[config.mk]
export PLATFORM = sky130hd
export DESIGN_NAME = serial_bcd_addsub
export DESIGN_NICKNAME = d
export VERILOG_FILES = /design/src/rtl/serial_bcd_addsub.sv
export SDC_FILE = /design/constraint.sdc
export NUM_CORES = 1
export LEC_CHECK = 0
export ABC_AREA = 0
export CELL_PAD_IN_SITES_DETAIL_PLACEMENT = 2
export CELL_PAD_IN_SITES_GLOBAL_PLACEMENT = 2
export CORE_ASPECT_RATIO = 0.8
export CORE_MARGIN = 2
export CORE_UTILIZATION = 28
export CTS_BUF_LIST = sky130_fd_sc_hd__clkbuf_4 sky130_fd_sc_hd__clkbuf_8 sky130_fd_sc_hd__clkbuf_16
export DETAILED_ROUTE_END_ITERATION = 8
export PLACE_DENSITY_LB_ADDON = 0.1
export SLEW_MARGIN = 20
export SYNTH_ARGS = -nofsm -noshare
export SYNTH_HDL_FRONTEND = slang
export SYNTH_SLANG_ARGS = --single-unit
[constraint.sdc]
create_clock -name clk -period 3.3 [get_ports clk]
set_clock_uncertainty 0.05 [all_clocks]
set_input_delay 0.66 -clock clk [delete_from_list [all_inputs] [get_ports clk]]
set_output_delay 0.66 -clock clk [all_outputs]
set_load 0.01 [all_outputs]
[src/rtl/serial_bcd_addsub.sv]
// rtl/serial_bcd_addsub.sv - digit-serial BCD adder/subtractor with framing and error detection
// Optional input digit validation: define BCD_DIGIT_CHECK_EN.
module serial_bcd_addsub #(
    parameter int DIGITS    = 1,
    parameter int MAX_BEATS = 8
) (
    input  logic                clk,
    input  logic                rstn,
    input  logic                in_valid,
    input  logic                in_first,
    input  logic                in_last,
    input  logic                sub,
    input  logic [4*DIGITS-1:0] a,
    input  logic [4*DIGITS-1:0] b,
    output logic                out_valid,
    output logic                out_first,
    output logic                out_last,
    output logic [4*DIGITS-1:0] sum,
    output logic                cout,
    output logic                err
);

    localparam int CW = $clog2(MAX_BEATS + 1);

`ifdef BCD_DIGIT_CHECK_EN
    localparam bit DIGIT_CHECK = 1'b1;
`else
    localparam bit DIGIT_CHECK = 1'b0;
`endif

    typedef enum logic {IDLE, RUN} state_t;

    state_t              state_q, state_d;
    logic                carry_q, carry_d;
    logic                sub_q, sub_d;
    logic [CW-1:0]       beat_cnt_q, beat_cnt_d;
    logic                out_valid_q, out_valid_d;
    logic                out_first_q, out_first_d;
    logic                out_last_q, out_last_d;
    logic [4*DIGITS-1:0] sum_q, sum_d;
    logic                cout_q, cout_d;
    logic                err_q, err_d;

    logic                mode;
    logic                c;
    logic [3:0]          a_dig, b_dig, s_dig;
    logic [4:0]          bb, t;
    logic [4*DIGITS-1:0] sum_raw;
    logic                carry_out;
    logic                digit_bad;
    logic                accept, force_last, last_eff, proto_err;

    // Digits ripple within the beat; subtraction is nines complement plus carry-in of one.
    always_comb begin
        mode      = in_first ? sub : sub_q;
        c         = in_first ? sub : carry_q;
        sum_raw   = '0;
        digit_bad = 1'b0;
        a_dig     = '0;
        b_dig     = '0;
        s_dig     = '0;
        bb        = '0;
        t         = '0;
        for (int i = 0; i < DIGITS; i++) begin
            a_dig = a[4*i +: 4];
            b_dig = b[4*i +: 4];
            bb    = mode ? (5'd9 - {1'b0, b_dig}) : {1'b0, b_dig};
            t     = {1'b0, a_dig} + bb + {4'd0, c};
            if (t > 5'd9) begin
                s_dig = t[3:0] + 4'd6;
                c     = 1'b1;
            end else begin
                s_dig = t[3:0];
                c     = 1'b0;
            end
            if (DIGIT_CHECK && (a_dig > 4'd9 || b_dig > 4'd9)) begin
                s_dig     = 4'hF;
                digit_bad = 1'b1;
            end
            sum_raw[4*i +: 4] = s_dig;
        end
        carry_out = c;
    end

    // Beats that arrive in IDLE without in_first are dropped.
    assign accept     = in_valid & ((state_q == RUN) | in_first);
    assign force_last = in_valid & (state_q == RUN) & ~in_first & ~in_last &
                        ((int'(beat_cnt_q) + 1) == MAX_BEATS);
    assign last_eff   = in_last | force_last;
    assign proto_err  = in_valid & (((state_q == IDLE) & ~in_first) |
                                    ((state_q == RUN) & in_first) | force_last);

    always_ff @(posedge clk or negedge rstn) begin
        if (!rstn) state_q <= IDLE;
        else       state_q <= state_d;
    end

    always_comb begin
        state_d = state_q;
        if (accept) begin
            if (in_first && !in_last) state_d = RUN;
            else if (last_eff)        state_d = IDLE;
        end
    end

    always_comb begin
        carry_d     = accept ? carry_out : carry_q;
        sub_d       = (accept && in_first) ? sub : sub_q;
        beat_cnt_d  = beat_cnt_q;
        if (accept && in_first) beat_cnt_d = CW'(1);
        else if (accept)        beat_cnt_d = beat_cnt_q + CW'(1);
        out_valid_d = accept;
        out_first_d = accept & in_first;
        out_last_d  = accept & last_eff;
        sum_d       = accept ? sum_raw : '0;
        cout_d      = accept & last_eff & carry_out;
        err_d       = proto_err | (accept & digit_bad);
    end

    always_ff @(posedge clk or negedge rstn) begin
        if (!rstn) begin
            carry_q     <= 1'b0;
            sub_q       <= 1'b0;
            beat_cnt_q  <= '0;
            out_valid_q <= 1'b0;
            out_first_q <= 1'b0;
            out_last_q  <= 1'b0;
            sum_q       <= '0;
            cout_q      <= 1'b0;
            err_q       <= 1'b0;
        end else begin
            carry_q     <= carry_d;
            sub_q       <= sub_d;
            beat_cnt_q  <= beat_cnt_d;
            out_valid_q <= out_valid_d;
            out_first_q <= out_first_d;
            out_last_q  <= out_last_d;
            sum_q       <= sum_d;
            cout_q      <= cout_d;
            err_q       <= err_d;
        end
    end

    assign out_valid = out_valid_q;
    assign out_first = out_first_q;
    assign out_last  = out_last_q;
    assign sum       = sum_q;
    assign cout      = cout_q;
    assign err       = err_q;

endmodule

==> results of run 1 <==
## per-layer routing
layer / vias to the layer above / part of all wire (%)
met4: 0 / 1.2
met2: 17 / 51
met5: - / 0
met3: 4 / 4.4
li1: 410 / -
met1: 418 / 44
## flip-flops by register name, indices dropped and copies added (netlist names)
name and cells:
sub_q 1, out_valid 1, out_first 1, cout 1, state_q 1, carry_q 1
err 1, beat_cnt_q 4, sum 4, out_last 1
## area by class of cell
class / count / area (µm²)
Inverter: 8 / 30.0
Clock buffer: 4 / 55.1
Fill cell: 364 / 1910
Multi-Input combinational cell: 68 / 638
Sequential cell: 16 / 400
Tap cell: 42 / 52.6
Timing Repair Buffer: 38 / 334
## synth_stat cells, types with 3 or more instances
| cell | count | share of area, % |
|---|---|---|
| mux2_2 | 3 | 3.4 |
| nand2b_1 | 3 | 1.9 |
| dfrtp_1 | 16 | 40 |
| a21oi_1 | 3 | 1.5 |
| nand3_1 | 3 | 1.5 |
| nor2_1 | 5 | 1.9 |
| inv_1 | 8 | 3.0 |
| o21ai_0 | 5 | 2.5 |
| ha_1 | 8 | 10 |
| nand2_1 | 7 | 2.6 |
| xnor2_1 | 4 | 3.5 |
## cells by family (layout without fill, tap and decap cells)
group / Yosys count / after routing / synth area share (%)
fa+ha+maj: 10 / 10 / 14.0
simple gates: 28 / 28 / 15.1
mux: 5 / 5 / 5.75
buf+inv: 9 / 50 / 3.37
compound gates: 21 / 21 / 18.3
xor+xnor: 4 / 4 / 3.50
flops: 16 / 16 / 40.0
## report_power, final
part	switching (W)	internal, W	leakage (nW)
registers	0.0000366	0.000245	0.202
clock network	0.0000722	0.000106	0.0288
logic	0.000201	0.000244	0.446
total	0.000310	0.000595	0.677
## worst register-to-register path: cells and delay by family (launching register included)
kind / cells / cell delay, ns
and+or+nand+nor: 2 / 0.25
adders and majority gates: 3 / 0.95
muxes: 1 / 0.16
xor gates and xnor gates: 2 / 0.30
AOI/OAI and AO/OA: 3 / 0.66
DFF: 1 / 0.41
## layout by cell type, fill, tap and decap left out, types with 2 or more instances in the layout
cell type,netlist,routed
a211oi_1,2,2
a21oi_1,3,3
buf_4,0,16
clkbuf_8,0,4
clkdlybuf4s50_1,0,20
dfrtp_1,16,16
fa_2,0,2
ha_1,8,6
ha_4,0,2
inv_1,8,8
mux2_2,3,3
nand2_1,7,7
nand2b_1,3,3
nand3_1,3,3
nor2_1,5,5
nor3_1,2,2
nor3b_1,2,2
o21ai_0,5,5
xnor2_1,4,3
## worst max-delay path by stage
stage                   from     end  slack (ns)
floorplan           in_first  sum[2]       0.003
global placement    in_first  sum[2]       -0.64
detailed placement  in_first  sum[2]       -0.87
CTS                     b[1]  sum[2]        0.01
global route            b[1]  sum[2]       -0.05
finish                  b[1]  sum[2]        0.07
## through the flow
step	power, W	TNS [ns]	std cells	instance area (µm²)	utilization [%]
after floorplan	0.000495	0	93	1010	-
after global placement	0.000655	-3.02	170	1380	40.4
after detailed placement	0.000673	-3.92	170	1380	40.4
after CTS	0.000873	0	174	1460	42.7
after global routing	0.000974	-0.0774	176	1510	44.1
final	0.000905	0	176	1510	44.1
## timing repair
item,CTS,global route
hold buffers,0,0
buffers inserted,0,2
setup endpoints to repair,5,5
pin swaps,2,7
gates resized for setup,11,6
==> reports/summary.txt, run 1 <==
htree depth - 1
yosys warns - 0
GR met1 Demand/Resource - 18.8%
drt initial violations - 20
TritonCTS buffer count - 3
Vias/cell - 4.82
die area - 4070 µm²
Endpoint, Worst Hold - carry_q
ANT cells - 0
Worst Hold Depth - 2
Setup violations, final - 0
Slew @ Worst Pin - 0.736 ns
Fin Hold WS - 0.458 ns
number of synthesized flops with an enable pin - 0
critical path type - input port to flip-flop
row count - 19
Worst R2R Path Depth - 11
Clock Tree Buf Depth - 2
Routed Antenna Nets - 0
Avg Inst Size Synth - 10.8 µm²
first drt pass iteration count - 4
global placement routability congestion - 0.775
Startpoint Class - input port
Mapped Cells - 93
Worst Path Required - 3.40 ns
CORE AREA - 3420 µm²
synth unique cells - 34
Worst path slowest cell - clkdlybuf4s50_1
critical-path maximum fanout - 5
arrival time worst endpoint - 3.33 ns
M2 GR Usage - 26.0%
Detailed Place HPWL - 2.11 mm
Cell Area, Synth - 1000 µm²
Global Route Usage Sum - 15.2%
share of cells above drive strength 1 - 27.6%
initial antenna violation count - 0
CTS clk-pin slew, worst paths - 0.07 ns
Async S/R FF share, synth - 100%
Primary FF master, synth - dfrtp_1
CTS tree - done
clock sinks - 16
HP Class - flip-flop to flip-flop
vias in the first global route - 939
worst setup margin - 0.0745 ns
number of max-cap violations - 0
RSZ-0062 raised after global routing - true
GR Layer Usage met3 - 3.89%
min Tclk post-route - 3.23 ns
I/O pins - 23
Die Span Y - 57.5 µm
largest net degree at the start of global routing - 17
drc violations - 0
crit-path leading delay family - simple AND/OR/NAND/NOR gates
Stages on worst setup path - 10
syn nets - 117
layer with the highest usage - met2
power per cell area - 599 nW/µm²
Tcrit/Tclk final - 97.7%
P&R area growth vs syn - 50.9%
Worst Setup End Kind - flip-flop
Buf+Inv Stages, Crit Path - 2
Initial Util - 29.2%
Hold Crit Start - carry_q
Post-Route WL - 2.73 mm
worst path cell trace - clkdlybuf4s50_1 > inv_1 > ha_1 > mux2_2 > ha_4 > and3_4 > or3_4 > a311oi_4 > nor2b_1 > a211oi_1
#FFs+latches synth - 16
grt total ovfl - 0
register area share after synthesis - 40.0%
relative slew slack - 50.8%
pre-CTS setup slack - -0.871 ns
final hold viol count - 0
Pleak - 0.677 nW
clk_lat worst skew - 0.26 ns
Nets - 159
max-slew violations - 0
R2R setup slack - 0.42 ns
Routed wire per std cell - 15.5 µm
fmax - 310 MHz
via count - 849
R2R Path End - sum[2]
Worst IR Drop VDD - 0.239 mV
Buffers on Ports - 22
Die Width - 70.8 µm
Largest stage delay, worst path - 0.47 ns
status - completed
first-pass GRT wire length - 4.69 mm
CTS root buffer - clkbuf_8
r2r startpoint - sub_q
No activity file was read; power rests on OpenSTA's default activity.
==> run 2: changes to the inputs <==
--- a/config.mk
+++ b/config.mk
@@ -9,10 +9,11 @@
 export CELL_PAD_IN_SITES_DETAIL_PLACEMENT = 2
 export CELL_PAD_IN_SITES_GLOBAL_PLACEMENT = 2
 export CORE_ASPECT_RATIO = 0.8
-export CORE_MARGIN = 2
+export CORE_MARGIN = 3
 export CORE_UTILIZATION = 28
 export CTS_BUF_LIST = sky130_fd_sc_hd__clkbuf_4 sky130_fd_sc_hd__clkbuf_8 sky130_fd_sc_hd__clkbuf_16
 export DETAILED_ROUTE_END_ITERATION = 8
+export GPL_TIMING_DRIVEN = 0
 export PLACE_DENSITY_LB_ADDON = 0.1
 export SLEW_MARGIN = 20
 export SYNTH_ARGS = -nofsm -noshare
==> reports/summary.txt, run 2 (synthesized netlist as in run 1, its figures left out) <==
Worst Path Required - 3.42 ns
power per cell area - 613 nW/µm²
crit-path leading delay family - compound AO/OA/AOI/OAI gates
Stages on worst setup path - 9
grt total ovfl - 0
TritonCTS buffer count - 3
Detailed Place HPWL - 2.02 mm
critical path type - input port to flip-flop
r2r startpoint - sub_q
CTS root buffer - clkbuf_8
Power Total - 0.000882 W
Worst R2R Path Depth - 9
number of max-cap violations - 0
I/O pins - 23
min Tclk post-route - 3.16 ns
clk_lat worst skew - 0.26 ns
Cell Area, Placed - 1280 µm²
P&R area growth vs syn - 43.8%
Sequential Area - 400 µm²
Startpoint Class - input port
share of cells above drive strength 1 - 23.0%
vias in the first global route - 928
Tcrit/Tclk final - 95.7%
combined area of the multi-input logic cells - 629 µm²
Buf+Inv Stages, Crit Path - 2
drt initial violations - 15
CTS tree - done
fmax - 317 MHz
largest net degree at the start of global routing - 17
HP Class - flip-flop to flip-flop
commonest non-fill, non-tap cells in the layout - clkdlybuf4s50_1, dfrtp_1, buf_4
via count - 837
pre-CTS setup slack - -1.10 ns
CORE AREA - 3240 µm²
R2R setup slack - 0.45 ns
Worst path slowest cell - a2111oi_4
first drt pass iteration count - 4
Slew @ Worst Pin - 0.741 ns
worst setup margin - 0.143 ns
Die Width - 72.8 µm
Final Instance Area - 1440 µm²
Buffers on Ports - 22
Nets - 151
fillers - 338
Largest stage delay, worst path - 0.50 ns
Setup violations, final - 0
drc violations - 0
htree depth - 1
Clock Tree Buf Depth - 2
Worst IR Drop VDD - 0.222 mV
Routed wire per std cell - 16.3 µm
ANT cells - 0
critical-path maximum fanout - 4
Initial Util - 30.9%
R2R Path End - sum[2]
CTS clk-pin slew, worst paths - 0.07 ns
max-slew violations - 0
initial antenna violation count - 0
RSZ-0062 raised after global routing - false
Global Route Usage Sum - 14.3%
Top cell by count, worst path - fa_2
Die Span Y - 59.5 µm
Critical path origin - sub
Pleak - 0.647 nW
status - completed
commonest non-fill, non-tap cell in the layout - clkdlybuf4s50_1
Fin Hold WS - 0.482 ns
Routed Antenna Nets - 0
Worst Setup End Kind - flip-flop
Critical Path Sink - sum[2]
Post-Route WL - 2.70 mm
row count - 18
die area - 4330 µm²
relative slew slack - 50.4%
Vias/cell - 5.04
global placement routability congestion - 0.724
first-pass GRT wire length - 4.73 mm
clock sinks - 16
final hold viol count - 0
worst path cell trace - dlygate4sd2_1 > mux2_2 > fa_2 > fa_2 > a21o_2 > a2111oi_4 > a311oi_4 > buf_4 > a211oi_1
arrival time worst endpoint - 3.28 ns
run 2: changes by cell type in the layout (fill, tap and decap cells not counted), sizes merged:
cell,change
dlymetal6s2s,+1
dlygate4sd2,+1
buf,-9
clkbuf,+1
clkdlybuf4s50,-2
run 2: worst min-delay path, stage by stage (launching register included):
cell and delay (ns):
dfrtp_1 0.35, nand2_1 0.05, o21ai_1 0.09
run 2: what timing repair did:
| item | CTS | global route |
|---|---|---|
| buffers inserted | 5 | 2 |
| pin swaps | 5 | 6 |
| hold buffers | 0 | 0 |
| endpoints found under the setup margin | 5 | 4 |
| resized for setup | 18 | 4 |
run 2: final cells by class:
| cell class | instances | area share [%] |
|---|---|---|
| timing repair buffer | 29 | 18.8 |
| tap | 40 | 3.48 |
| multi-input combinational | 68 | 43.7 |
| buffer | 1 | 0.261 |
| sequential | 16 | 27.8 |
| inverter | 8 | 2.09 |
| clock buffer | 4 | 3.83 |
run 2: worst min path at each step:
stage	depth (start not counted)	slack, ns	to	start
2_1_floorplan	0	0.31	beat_cnt_q[0]	rstn
3_3_place_gp	2	0.42	carry_q	carry_q
3_5_place_dp	2	0.44	carry_q	carry_q
4_1_cts	2	0.47	carry_q	carry_q
5_1_grt	1	0.52	state_q	state_q
6_report	2	0.48	carry_q	carry_q
run 2: per-layer routing:
| metal | vias to the layer above | routed length (µm) | track usage [%] |
|---|---|---|---|
| met5 | - | 0 | 0 |
| met1 | 420 | 1290 | 19.4 |
| met2 | 17 | 1280 | 22.9 |
| met3 | 5 | 107 | 4.24 |
| li1 | 395 | - | - |
| met4 | 0 | 19 | 2.37 |
run 2: report_power, final:
| part | switching (W) | total (W) | internal (W) |
|---|---|---|---|
| clock network | 0.0000766 | 0.000183 | 0.000106 |
| logic | 0.000195 | 0.000418 | 0.000223 |
| registers | 0.0000369 | 0.000282 | 0.000245 |
| total | 0.000308 | 0.000882 | 0.000574 |
run 2: through the flow:
step,std cells,TNS (ns),util [%]
2_1_floorplan,93,0,-
3_3_place_gp,155,-4.64,39.5
3_5_place_dp,155,-4.94,39.5
4_1_cts,164,0,43.7
5_1_grt,166,0,44.4
6_report,166,0,44.4
==> run 3: changes to the inputs <==
--- a/config.mk
+++ b/config.mk
@@ -9,13 +9,14 @@
 export CELL_PAD_IN_SITES_DETAIL_PLACEMENT = 2
 export CELL_PAD_IN_SITES_GLOBAL_PLACEMENT = 2
 export CORE_ASPECT_RATIO = 0.8
-export CORE_MARGIN = 3
+export CORE_MARGIN = 1.5
 export CORE_UTILIZATION = 28
 export CTS_BUF_LIST = sky130_fd_sc_hd__clkbuf_4 sky130_fd_sc_hd__clkbuf_8 sky130_fd_sc_hd__clkbuf_16
+export CTS_CLUSTER_SIZE = 20
 export DETAILED_ROUTE_END_ITERATION = 8
 export GPL_TIMING_DRIVEN = 0
 export PLACE_DENSITY_LB_ADDON = 0.1
-export SLEW_MARGIN = 20
+export SLEW_MARGIN = 5
 export SYNTH_ARGS = -nofsm -noshare
 export SYNTH_HDL_FRONTEND = slang
 export SYNTH_SLANG_ARGS = --single-unit
==> reports/summary.txt, run 3 (synthesized netlist as in run 1, its figures left out) <==
status - completed
fmax - 313 MHz
Initial Util - 29.2%
drc violations - 0
vias in the first global route - 935
row count - 19
number of max-cap violations - 0
Die Span Y - 56.5 µm
Worst path slowest cell - fa_2
CTS root buffer - clkbuf_8
Worst IR Drop VDD - 0.209 mV
Tcrit/Tclk final - 96.7%
Top cell by count, worst path - fa_2
Startpoint Class - input port
min Tclk post-route - 3.19 ns
final core occ - 42.1%
commonest non-fill, non-tap cell in the layout - clkdlybuf4s50_1
arrival time worst endpoint - 3.25 ns
TritonCTS buffer count - 3
crit-path leading delay family - adder cells
max-slew violations - 0
Largest stage delay, worst path - 0.39 ns
Post-Route WL - 2.58 mm
final hold viol count - 0
Worst Path Required - 3.36 ns
critical path type - input port to flip-flop
Nets - 151
Die Width - 69.8 µm
Routed wire per std cell - 15.3 µm
Buf+Inv Stages, Crit Path - 1
fillers - 368
first-pass GRT wire length - 4.49 mm
Slew @ Worst Pin - 0.757 ns
I/O pins - 23
clock sinks - 16
initial antenna violation count - 0
Detailed Place HPWL - 1.93 mm
die area - 3940 µm²
Sequential Area - 400 µm²
global placement routability congestion - 0.749
share of cells above drive strength 1 - 23.8%
Buffers on Ports - 22
HP Class - flip-flop to flip-flop
Non-Filler Instances - 168
first drt pass iteration count - 3
critical-path maximum fanout - 5
Vias/cell - 4.82
worst path cell trace - dlygate4sd2_1 > mux2_2 > fa_2 > fa_2 > xnor2_2 > ha_2 > nor2b_4 > a31oi_4 > a311oi_4 > xnor2_1 > nor2_1
RSZ-0062 raised after global routing - false
Setup violations, final - 0
Final Instance Area - 1440 µm²
commonest non-fill, non-tap cells in the layout - clkdlybuf4s50_1, dfrtp_1, inv_1, nand2_1, buf_4
clk_lat worst skew - 0.25 ns
P&R area growth vs syn - 43.9%
CTS clk-pin slew, worst paths - 0.07 ns
htree depth - 1
grt total ovfl - 0
ANT cells - 0
Worst Setup End Kind - flip-flop
Cell Area, Placed - 1280 µm²
CTS hold repair buffers - 0
layer with the highest usage - met2
drt initial violations - 24
Fin Hold WS - 0.465 ns
Inst Count DP - 157
GR met1 Demand/Resource - 19.7%
Fin Setup TNS - 0 ns
CTS tree - done
relative slew slack - 49.4%
via count - 810
CORE AREA - 3420 µm²
M2 GR Usage - 23.7%
GR Layer Usage met3 - 3.95%
largest net degree at the start of global routing - 17
Routed Antenna Nets - 0
power per cell area - 607 nW/µm²
Global Route Usage Sum - 14.6%
Pleak - 0.643 nW
combined area of the multi-input logic cells - 631 µm²
Clock Tree Buf Depth - 2
run 3: cell counts in the layout (fill, tap and decap cells not counted):
Identical to the previous run, type by type.
run 3: layout make-up:
cell class                 instances  share of cell area [%]
inverter                           8                    2.09
multi-input combinational         68                    43.8
sequential                        16                    27.8
tap                               42                    3.65
clock buffer                       4                    3.82
timing repair buffer              29                    18.6
buffer                             1                   0.261
run 3: per-stage QoR:
stage | total power, W | setup slack (ns)
3_5_place_dp | 0.000616 | -1.16
2_1_floorplan | 0.000495 | 0.00298
4_1_cts | 0.000869 | 0.00923
5_1_grt | 0.000943 | 0.0163
3_3_place_gp | 0.000600 | -1.06
6_report | 0.000875 | 0.109
run 3: worst paths after layout:
kind / from / to / slack [ns] / cells after the start
hold reg to reg: carry_q / carry_q / 0.46 / 2
hold / removal: carry_q / carry_q / 0.46 / 2
min in group asynchronous: rstn / state_q / 0.81 / 1
setup reg to reg: carry_q / sum[1] / 0.45 / 10
setup / recovery: sub / sum[1] / 0.11 / 11
max in group asynchronous: rstn / out_last / 1.92 / 1
run 3: worst min-delay path: stages (launching register included):
cell	delay [ns]
dfrtp_1	0.34
nand2_1	0.05
o21ai_1	0.08
run 3: timing repair:
item / 4_1_cts / 5_1_grt
endpoints found under the hold margin: 0 / 0
buffers inserted: 6 / 1
pin swaps: 5 / 7
resized for setup: 17 / 3
setup endpoints to repair: 5 / 3
run 3: report_power, final:
part / total, W / internal [W] / switching, W
Sequential: 0.000284 / 0.000245 / 0.0000392
Combinational: 0.000419 / 0.000223 / 0.000195
Clock: 0.000172 / 0.000106 / 0.0000660
run 3: layer usage:
layer	up-vias	share of wire (%)
met5	-	0
met4	0	0.54
met3	2	3.5
met2	17	46
met1	397	50
li1	394	-
==> edit (config.mk and constraints of run 2) <==
Put one more register stage on the output `sum`, cleared by the reset. The value now appears one clock later. The other outputs are not delayed to match.
--- a/src/rtl/serial_bcd_addsub.sv
+++ b/src/rtl/serial_bcd_addsub.sv
@@ -144,7 +144,13 @@
     assign out_valid = out_valid_q;
     assign out_first = out_first_q;
     assign out_last  = out_last_q;
-    assign sum       = sum_q;
+    always_ff @(posedge clk or negedge rstn) begin
+        if (!rstn) begin
+            sum <= '0;
+        end else begin
+            sum <= sum_q;
+        end
+    end
     assign cout      = cout_q;
     assign err       = err_q;
 
Formal check against the unedited RTL: not equivalent (a bounded check fails within 4 cycles, from zero or initial values and one cycle with rstn low).
==> edit against run 2 <==
Wire length is 3.6% lower; total power grew 7.1%; sequential cell count rose by 4; non-clock buffer count down 3; worst setup slack worse by 0.050 ns; area after synthesis increased by 10%; design area increased by 7.6%; combinational power fell by 1%; highest routed layer unchanged.
==> edit: results (changes against run 2) <==
## Run status
• complete, no violations — outcome

## Global route
• 21 — pin count of the biggest net entering global routing, +4
• 0 — initial antenna violation count, unchanged
• 903 — number of global-route vias before repair, -2.7%
• 4400 µm — global-route wire length before repair, -7.0%
• 11.6% — aggregate global-route resource usage, -2.7 points

## Synthesis
• 45.4% — portion of the post-synthesis area used by sequential elements, +5.4 points
• dfrtp_1 (20), ha_1 (8), inv_1 (8) — most numerous cell types in the synthesized netlist
• 97 — number of instances in the synthesized netlist, +4.3%
• 35 — number of different library cells in the post-synthesis netlist, +2.9%
• 100% — share of synthesized registers carrying an async set or reset, unchanged
• 0 — number of synthesis warnings, unchanged
• 121 — number of nets in the synthesized netlist, +3.4%
• dfrtp_1 (45%), ha_1 (9.1%), fa_1 (3.6%) — cell types with the largest area share after synthesis

## Min path
• reg -> reg — min-delay worst type
• 0 — Hold Crit Depth, -2
• sum[3] — hold endpoint
• sum_q[3] — hold_sp

## Setup path
• 0.46 ns — critical path's largest stage delay, -0.04 ns
• sub_q — critical register-to-register path startpoint
• sum_q[2] — Reg-to-Reg End
• adder cells — cell class contributing the biggest share of worst-path delay
• 3.33 ns — CP arrival, +0.05 ns
• 6 — maximum fanout along the worst path, +2
• fa_2 — cell type of the slowest stage on the worst timing path
• 11 — FF-to-FF path depth, +2
• 0.34 ns — reg-to-reg slack, setup, -0.11 ns

## STA
• 0.305 ns — Min Hold Slack, -0.177 ns
• 0 — Hold Vio Cnt, Final, unchanged
• 38.5% — Slew headroom, -12 points

## Place
• 2030 µm — placed wire-length estimate after detailed placement, +0.38%
• 171 — post-placement cell count, +10%
• 0.741 — weighted congestion at the end of routability-driven global placement, +2.4%

## Routing
• 4.69 — number of vias per cell after detailed routing, -6.9%
• 33 — number of design-rule violations left by the first detailed-router iteration, +18
• 2600 µm — Final Routed Wirelength, -3.6%
• 3 — detailed-routing iteration count for the pre-antenna-repair pass, -1

## Layout
• 22.0% — fraction of layout cells with a size suffix above 1, -0.97 points
• beat_cnt_q x4, sum x4, sum_q x4 — top flop regs
• 179 — Final Instance Count excl. Fillers, +7.8%
• 389 — Filler Cells Inserted, +15%
• 152 — number of nets in the final layout, +0.66%

## Pwr
• 0.692 nW — P_leak, +6.8%
• 0.000228 V — Max rail drop VDD, +2.5%

## Clock tree
• clkbuf_8 — CTS Root Cell
• 0.07 ns — CTS clock-pin slew for the worst setup and hold paths, about the same
• 2 — Max Buffers Root-to-Sink, unchanged
• 1 — depth of the CTS H-tree, unchanged

==> edit: changes by cell type in the layout (fill, tap and decap cells not counted), sizes merged <==
cell and change:
dlygate4sd2 -1, buf -3, nor2b -1, dfrtp +4, clkbuf +1, and2b +1
==> edit: how the worst max path moves through the flow <==
stage              from  slack [ns]       end
2_1_floorplan  in_first       0.006  sum_q[2]
3_3_place_gp   in_first       -1.08  sum_q[2]
3_5_place_dp   in_first       -1.08  sum_q[2]
4_1_cts            b[2]        0.03  sum_q[2]
5_1_grt        in_first        0.02  sum_q[2]
6_report       in_first        0.09  sum_q[2]
==> edit: cells by family (layout without fill, tap and decap cells) <==
| family | after synthesis | in the layout | share of synthesized area [%] |
|---|---|---|---|
| compound gates | 21 | 21 | 17.0 |
| xor+xnor | 4 | 4 | 3.17 |
| fa+ha+maj | 10 | 10 | 12.7 |
| buf+inv | 9 | 39 | 3.06 |
| flops | 20 | 20 | 45.4 |
| mux | 5 | 5 | 5.21 |
| simple gates | 28 | 28 | 13.5 |
==> edit: area by class of cell <==
type,instances,share of cell area [%]
inverter,8,1.94
clock buffer,4,3.56
sequential,20,32.3
multi-input combinational,68,42.0
tap,52,4.20
timing repair buffer,26,15.8
buffer,1,0.243
==> edit: stage by stage <==
stage	setup WS, ns	total power, mW	setup TNS (ns)	area (µm²)
floorplan	0.00602	0.575	0	1130
global placement	-1.08	0.682	-4.87	1410
detailed placement	-1.08	0.699	-4.84	1410
CTS	0.0297	0.930	0	1520
global route	0.0171	1.02	0	1550
finish	0.0930	0.945	0	1550
==> edit: what timing repair did <==
action,CTS,global route
cloned,0,0
endpoints found under the setup margin,5,4
resized for setup,15,6
pin swaps,1,7
setup buffers,2,2
==> edit: worst reg2reg max path: cells and delay by family (launching register included) <==
kind	cells	cell delay [ns]
adder cells (fa/ha/maj)	3	1.01
multiplexers	1	0.18
buffers and inverters	1	0.21
AO/OA/AOI/OAI	3	0.53
flip-flops	1	0.40
AND/OR/NAND/NOR	1	0.20
XOR/XNOR	2	0.28
==> edit: metal layers <==
metal | GRT usage [%] | part of all wire (%) | routed length, µm | up-vias
li1 | - | - | - | 403
met1 | 16.0 | 47 | 1220 | 419
met2 | 17.7 | 48 | 1260 | 16
met3 | 3.61 | 4.2 | 108 | 2
met4 | 2.71 | 0.69 | 18 | 0
met5 | 0 | 0 | 0 | -
==> edit: power by group <==
group,internal [mW],switching [mW],total [mW]
clock network,0.106,0.0778,0.184
registers,0.307,0.0424,0.349
logic,0.217,0.195,0.412
